--- config.mk ---
export PLATFORM = sky130hd
export DESIGN_NAME = pipe_flush_ctrl
export DESIGN_NICKNAME = d
export VERILOG_FILES = /design/src/rtl/pipe_flush_ctrl.sv
export SDC_FILE = /design/constraint.sdc
export NUM_CORES = 1
export LEC_CHECK = 0
export CAP_MARGIN = 20
export CORE_UTILIZATION = 41
export CTS_CLUSTER_DIAMETER = 30
export CTS_CLUSTER_SIZE = 14
export DETAILED_ROUTE_END_ITERATION = 16
export HOLD_SLACK_MARGIN = 0.06
export PLACE_DENSITY = 0.95
export SLEW_MARGIN = 40
export SYNTH_ARGS = -nofsm -noshare
export SYNTH_HDL_FRONTEND = slang
export SYNTH_SLANG_ARGS = --single-unit
--- constraint.sdc ---
create_clock -name clk -period 7.4 [get_ports clk]
set_clock_uncertainty 0.05 [all_clocks]
set_input_delay 1.48 -clock clk [delete_from_list [all_inputs] [get_ports clk]]
set_output_delay 1.48 -clock clk [all_outputs]
set_load 0.005 [all_outputs]
--- src/rtl/pipe_flush_ctrl.sv ---
// Commit-stage recovery sequencer: arbitrates exception/ERET/interrupt/MTC0 in IDLE,
// holds a pipeline-wide flush for FLUSH_CYCLES cycles, then presents a redirect PC to fetch.
module pipe_flush_ctrl #(
    parameter int unsigned FLUSH_CYCLES = 2,
    parameter logic [31:0] EXC_VECTOR   = 32'hBFC00380
) (
    input  logic        clk,
    input  logic        resetn,
    input  logic        exception_valid,
    input  logic [31:0] exc_target,
    input  logic        eret,
    input  logic [31:0] eret_target,
    input  logic        mtc0,
    input  logic [31:0] mtc0_next_pc,
    input  logic        int_pending,
    input  logic        commit_valid,
    input  logic [31:0] commit_pc,
    input  logic        redirect_ready,
    output logic        flush,
    output logic        stall_fetch,
    output logic        redirect_valid,
    output logic [31:0] redirect_pc,
    output logic        int_take,
    output logic [31:0] int_epc,
    output logic        busy
);

    typedef enum logic [1:0] {
        S_IDLE,
        S_FLUSH,
        S_REDIRECT
    } state_t;

    localparam logic [3:0] LP_CNT_INIT = 4'(FLUSH_CYCLES - 1);

    state_t      r_state;
    state_t      w_state_nxt;
    logic [3:0]  r_cnt;
    logic [3:0]  w_cnt_nxt;
    logic [31:0] r_tgt;
    logic [31:0] w_tgt_nxt;
    logic        r_int_take;
    logic        w_int_take_nxt;
    logic [31:0] r_int_epc;
    logic [31:0] w_int_epc_nxt;
    logic        w_int_accept;

    // An interrupt needs a committing instruction to supply the EPC; otherwise it waits.
    assign w_int_accept = int_pending && commit_valid;

    always_comb begin
        w_state_nxt    = r_state;
        w_cnt_nxt      = r_cnt;
        w_tgt_nxt      = r_tgt;
        w_int_take_nxt = 1'b0;
        w_int_epc_nxt  = r_int_epc;
        case (r_state)
            S_IDLE: begin
                if (exception_valid) begin
                    w_tgt_nxt   = exc_target;
                    w_state_nxt = S_FLUSH;
                    w_cnt_nxt   = LP_CNT_INIT;
                end else if (eret) begin
                    w_tgt_nxt   = eret_target;
                    w_state_nxt = S_FLUSH;
                    w_cnt_nxt   = LP_CNT_INIT;
                end else if (w_int_accept) begin
                    w_tgt_nxt      = EXC_VECTOR;
                    w_int_take_nxt = 1'b1;
                    w_int_epc_nxt  = commit_pc;
                    w_state_nxt    = S_FLUSH;
                    w_cnt_nxt      = LP_CNT_INIT;
                end else if (mtc0) begin
                    w_tgt_nxt   = mtc0_next_pc;
                    w_state_nxt = S_FLUSH;
                    w_cnt_nxt   = LP_CNT_INIT;
                end
            end
            S_FLUSH: begin
                if (r_cnt == 4'd0) begin
                    w_state_nxt = S_REDIRECT;
                end else begin
                    w_cnt_nxt = r_cnt - 4'd1;
                end
            end
            S_REDIRECT: begin
                if (redirect_ready) begin
                    w_state_nxt = S_IDLE;
                end
            end
            default: begin
                w_state_nxt = S_IDLE;
            end
        endcase
    end

    always_ff @(posedge clk) begin
        if (!resetn) begin
            r_state    <= S_IDLE;
            r_cnt      <= 4'd0;
            r_int_take <= 1'b0;
            r_int_epc  <= 32'd0;
        end else begin
            r_state    <= w_state_nxt;
            r_cnt      <= w_cnt_nxt;
            r_int_take <= w_int_take_nxt;
            r_int_epc  <= w_int_epc_nxt;
        end
    end

    // Target is only observed while in REDIRECT, so it needs no reset.
    always_ff @(posedge clk) begin
        r_tgt <= w_tgt_nxt;
    end

    assign flush          = (r_state == S_FLUSH);
    assign stall_fetch    = (r_state != S_IDLE);
    assign redirect_valid = (r_state == S_REDIRECT);
    assign redirect_pc    = (r_state == S_REDIRECT) ? r_tgt : 32'd0;
    assign int_take       = r_int_take;
    assign int_epc        = r_int_epc;
    assign busy           = (r_state != S_IDLE);

endmodule

==> run metrics <==
Starting Density 0.4250; post-layout util 0.6991; crit path to redirect_pc[27]; largest net degree at the start of global routing 68; R2R setup slack 5.37 ns; Area Growth Syn to Fin 64.49%; vias in the first global route 3,542; EDFF count, synth 32; clock-pin transition on the worst setup and hold timing paths 0.07 ns; Critical Path End Type primary output; global placement routability congestion 0.8488; gr ovfl total 0; Max Slew Vio Count 0; first-pass GRT wire length 17,250 um; Unique masters post-synth 45; fillcell total 619; number of max-cap violations 0; status complete, no violations; I/O pins 205; core area 0.008258 mm^2; Residual DRC 0; nets@finish 695; Arrival @ worst endpoint 2.21 ns; wire per inst 17.42 um; Critical Path Source Type register; CP Data Required Time 5.87 ns; Critical Path Fanout Max 34; Clock Root Buffer clkbuf_8; internal power 0.0008162 W; Critical R2R Capture r_tgt[20]$_DFFE_PP_; actual slew at the worst max-slew pin 0.6648 ns; # hold bufs at CTS 0; Final Hold Viols 0; post-route clock period utilization 0.5051; register area share after synthesis 0.4963; mean area per synthesized cell 9.409 um^2; clk buf depth 2; port bufs 204; setup_tns 0 ns; CTS sink cnt 71; HP Class reg2reg; postcts setup bufs 0; Resize count post-CTS 0; FF+latch area 0.001742 mm^2; Worst IR Drop VDD 0.0001106 V; DR pass1 iterations 4; Worst-Skew Late Latency 0.33 ns; Async S/R FF share, synth 0; Synth Flop Type dfxtp_1; routed via count 3,602; Chip Width 94.52 um; drt total wl 11,620 um; reg2reg path depth 3; antenna violations before repair 0; setup violators final 0; multi-input logic area 0.001595 mm^2; share of layout cells above drive strength 1 0.06406; FF+latch count, synth 71; Critical R2R Launch r_state[0]$_SDFFE_PN0P_; unrepaired setup endpoints after global routing no; yosys warns 0; Die Height 94.52 um; Critical path origin r_state[1]$_SDFFE_PN0P_; power share of the sequential group 0.450; sw frac 0.2648; Vias/cell 5.400; Synth Net Count 511; CTS H-Tree Depth 3; Crit Path Class reg2out; Slew headroom 0.5568; CTS tree built; PwrDens 192.3 mW/mm^2; Ant. Diodes 0; Psw 0.0002940 W; DRT antenna net count 0; combinational share of power 0.255; Mapped Cells 373; fmax 0.2675 GHz; cell area after synthesis 0.003510 mm^2; leakage 2.066 nW; Rows 33; GRT Total Usage 0.2558; post-detail-place hpwl 8478 um; Die Area 0.008934 mm^2; number of DRC markers in iteration 0 133; Clock Power Share 0.295; Num CTS Buffers 9; min Tclk post-route 3.738 ns
[cells by family (layout without fill, tap and decap cells)]
| kind of cell | Yosys count | after routing | share of synthesized area |
|---|---|---|---|
| and+or+nand+nor | 119 | 119 | 0.1836 |
| DFF | 71 | 71 | 0.4963 |
| muxes | 1 | 1 | 0.002852 |
| AOI/OAI and AO/OA | 140 | 140 | 0.2570 |
| buffers and inverters | 40 | 229 | 0.05312 |
| adders and majority gates | 2 | 2 | 0.007129 |
[area by class of cell]
| class | count | area share |
|---|---|---|
| clock buffer | 15 | 0.03749 |
| clock inverter | 1 | 0.0008669 |
| inverter | 5 | 0.003251 |
| multi-input combinational | 262 | 0.2763 |
| sequential | 71 | 0.3017 |
| tap | 105 | 0.02276 |
| timing repair buffer | 208 | 0.3576 |
[how the worst min path moves through the flow]
stage | startpoint | depth (start not counted) | to
after global routing | int_epc[13]$_SDFFE_PN0P_ | 2 | int_epc[13]$_SDFFE_PN0P_
after CTS | int_epc[5]$_SDFFE_PN0P_ | 2 | int_epc[5]$_SDFFE_PN0P_
after detailed placement | int_epc[5]$_SDFFE_PN0P_ | 2 | int_epc[5]$_SDFFE_PN0P_
after global placement | int_epc[22]$_SDFFE_PN0P_ | 2 | int_epc[22]$_SDFFE_PN0P_
after floorplan | r_cnt[1]$_SDFFE_PN0P_ | 2 | r_cnt[1]$_SDFFE_PN0P_
final | int_epc[22]$_SDFFE_PN0P_ | 2 | int_epc[22]$_SDFFE_PN0P_
[critical path, stage by stage (launching register included)]
cell	delay, ns
dfxtp_1	0.49
nor2b_4	0.64
and2_1	0.25
clkdlybuf4s50_1	0.51
[power groups by stage]
| stage | registers (W) | clock network (W) | logic (W) |
|---|---|---|---|
| after floorplan | 0.000497 | 0 | 0.000131 |
| after global placement | 0.000506 | 0 | 0.000269 |
| after detailed placement | 0.000507 | 0 | 0.000282 |
| after CTS | 0.000499 | 0.000334 | 0.000284 |
| after global routing | 0.000503 | 0.000355 | 0.000308 |
| final | 0.000499 | 0.000327 | 0.000284 |
[metal layers]
layer | global-route usage | routed length (um) | vias to the layer above
li1 | - | - | 1727
met1 | 0.2881 | 4412 | 1701
met2 | 0.4571 | 6213 | 147
met3 | 0.06602 | 661 | 27
met4 | 0.1061 | 329 | 0
met5 | 0 | 0 | -
[Yosys cell counts, types with 2 or more instances]
library cell,n,share of area
nand3_1,32,0.046
nor2_1,4,0.0043
inv_1,4,0.0043
o22ai_1,12,0.021
o21ai_0,34,0.048
clkbuf_1,23,0.025
ha_1,2,0.0071
dfxtp_1,39,0.22
o21ai_2,3,0.0075
a21boi_1,30,0.064
o21a_1,2,0.0043
a21boi_0,2,0.0043
and2_1,33,0.059
buf_2,4,0.0057
a22oi_1,20,0.043
and3_1,2,0.0036
buf_6,3,0.0096
nor2b_1,2,0.0036
nand2b_1,2,0.0036
o21ai_1,27,0.039
a21oi_1,2,0.0029
clkbuf_2,4,0.0057
edfxtp_1,32,0.27
nand2_1,34,0.036
[sequential cells by signal, indices dropped and copies added (netlist names)]
signal	flops
int_epc	32
r_tgt	32
r_cnt	4
r_state	2
int_take	1
[metrics by stage]
| step | power (W) | worst slack, ns | instances | hold WS [ns] | area [um^2] |
|---|---|---|---|---|---|
| floorplan | 0.0006280 | 3.828 | 373 | 0.3967 | 3510 |
| global placement | 0.0007744 | 3.764 | 651 | 0.3986 | 5545 |
| detailed placement | 0.0007897 | 3.729 | 651 | 0.4088 | 5552 |
| CTS | 0.001117 | 3.642 | 667 | 0.4180 | 5773 |
| global route | 0.001165 | 3.492 | 667 | 0.4399 | 5773 |
| finish | 0.001110 | 3.662 | 667 | 0.4164 | 5773 |
[placed cells by master (no fill, tap or decap), drive strengths merged, types with 2 or more instances in the layout]
cell             n
o21a             2
clkbuf          15
a22oi           20
inv              5
nand2           34
ha               2
a21oi            2
nor2             4
and2            33
o22ai           12
clkdlybuf4s50  202
edfxtp          32
nand2b           2
nand3           32
o21ai           64
or4              2
dfxtp           39
nor2b            2
buf              6
a21boi          32
and3             2
nor4             2
(Power assumes the default switching activity.)
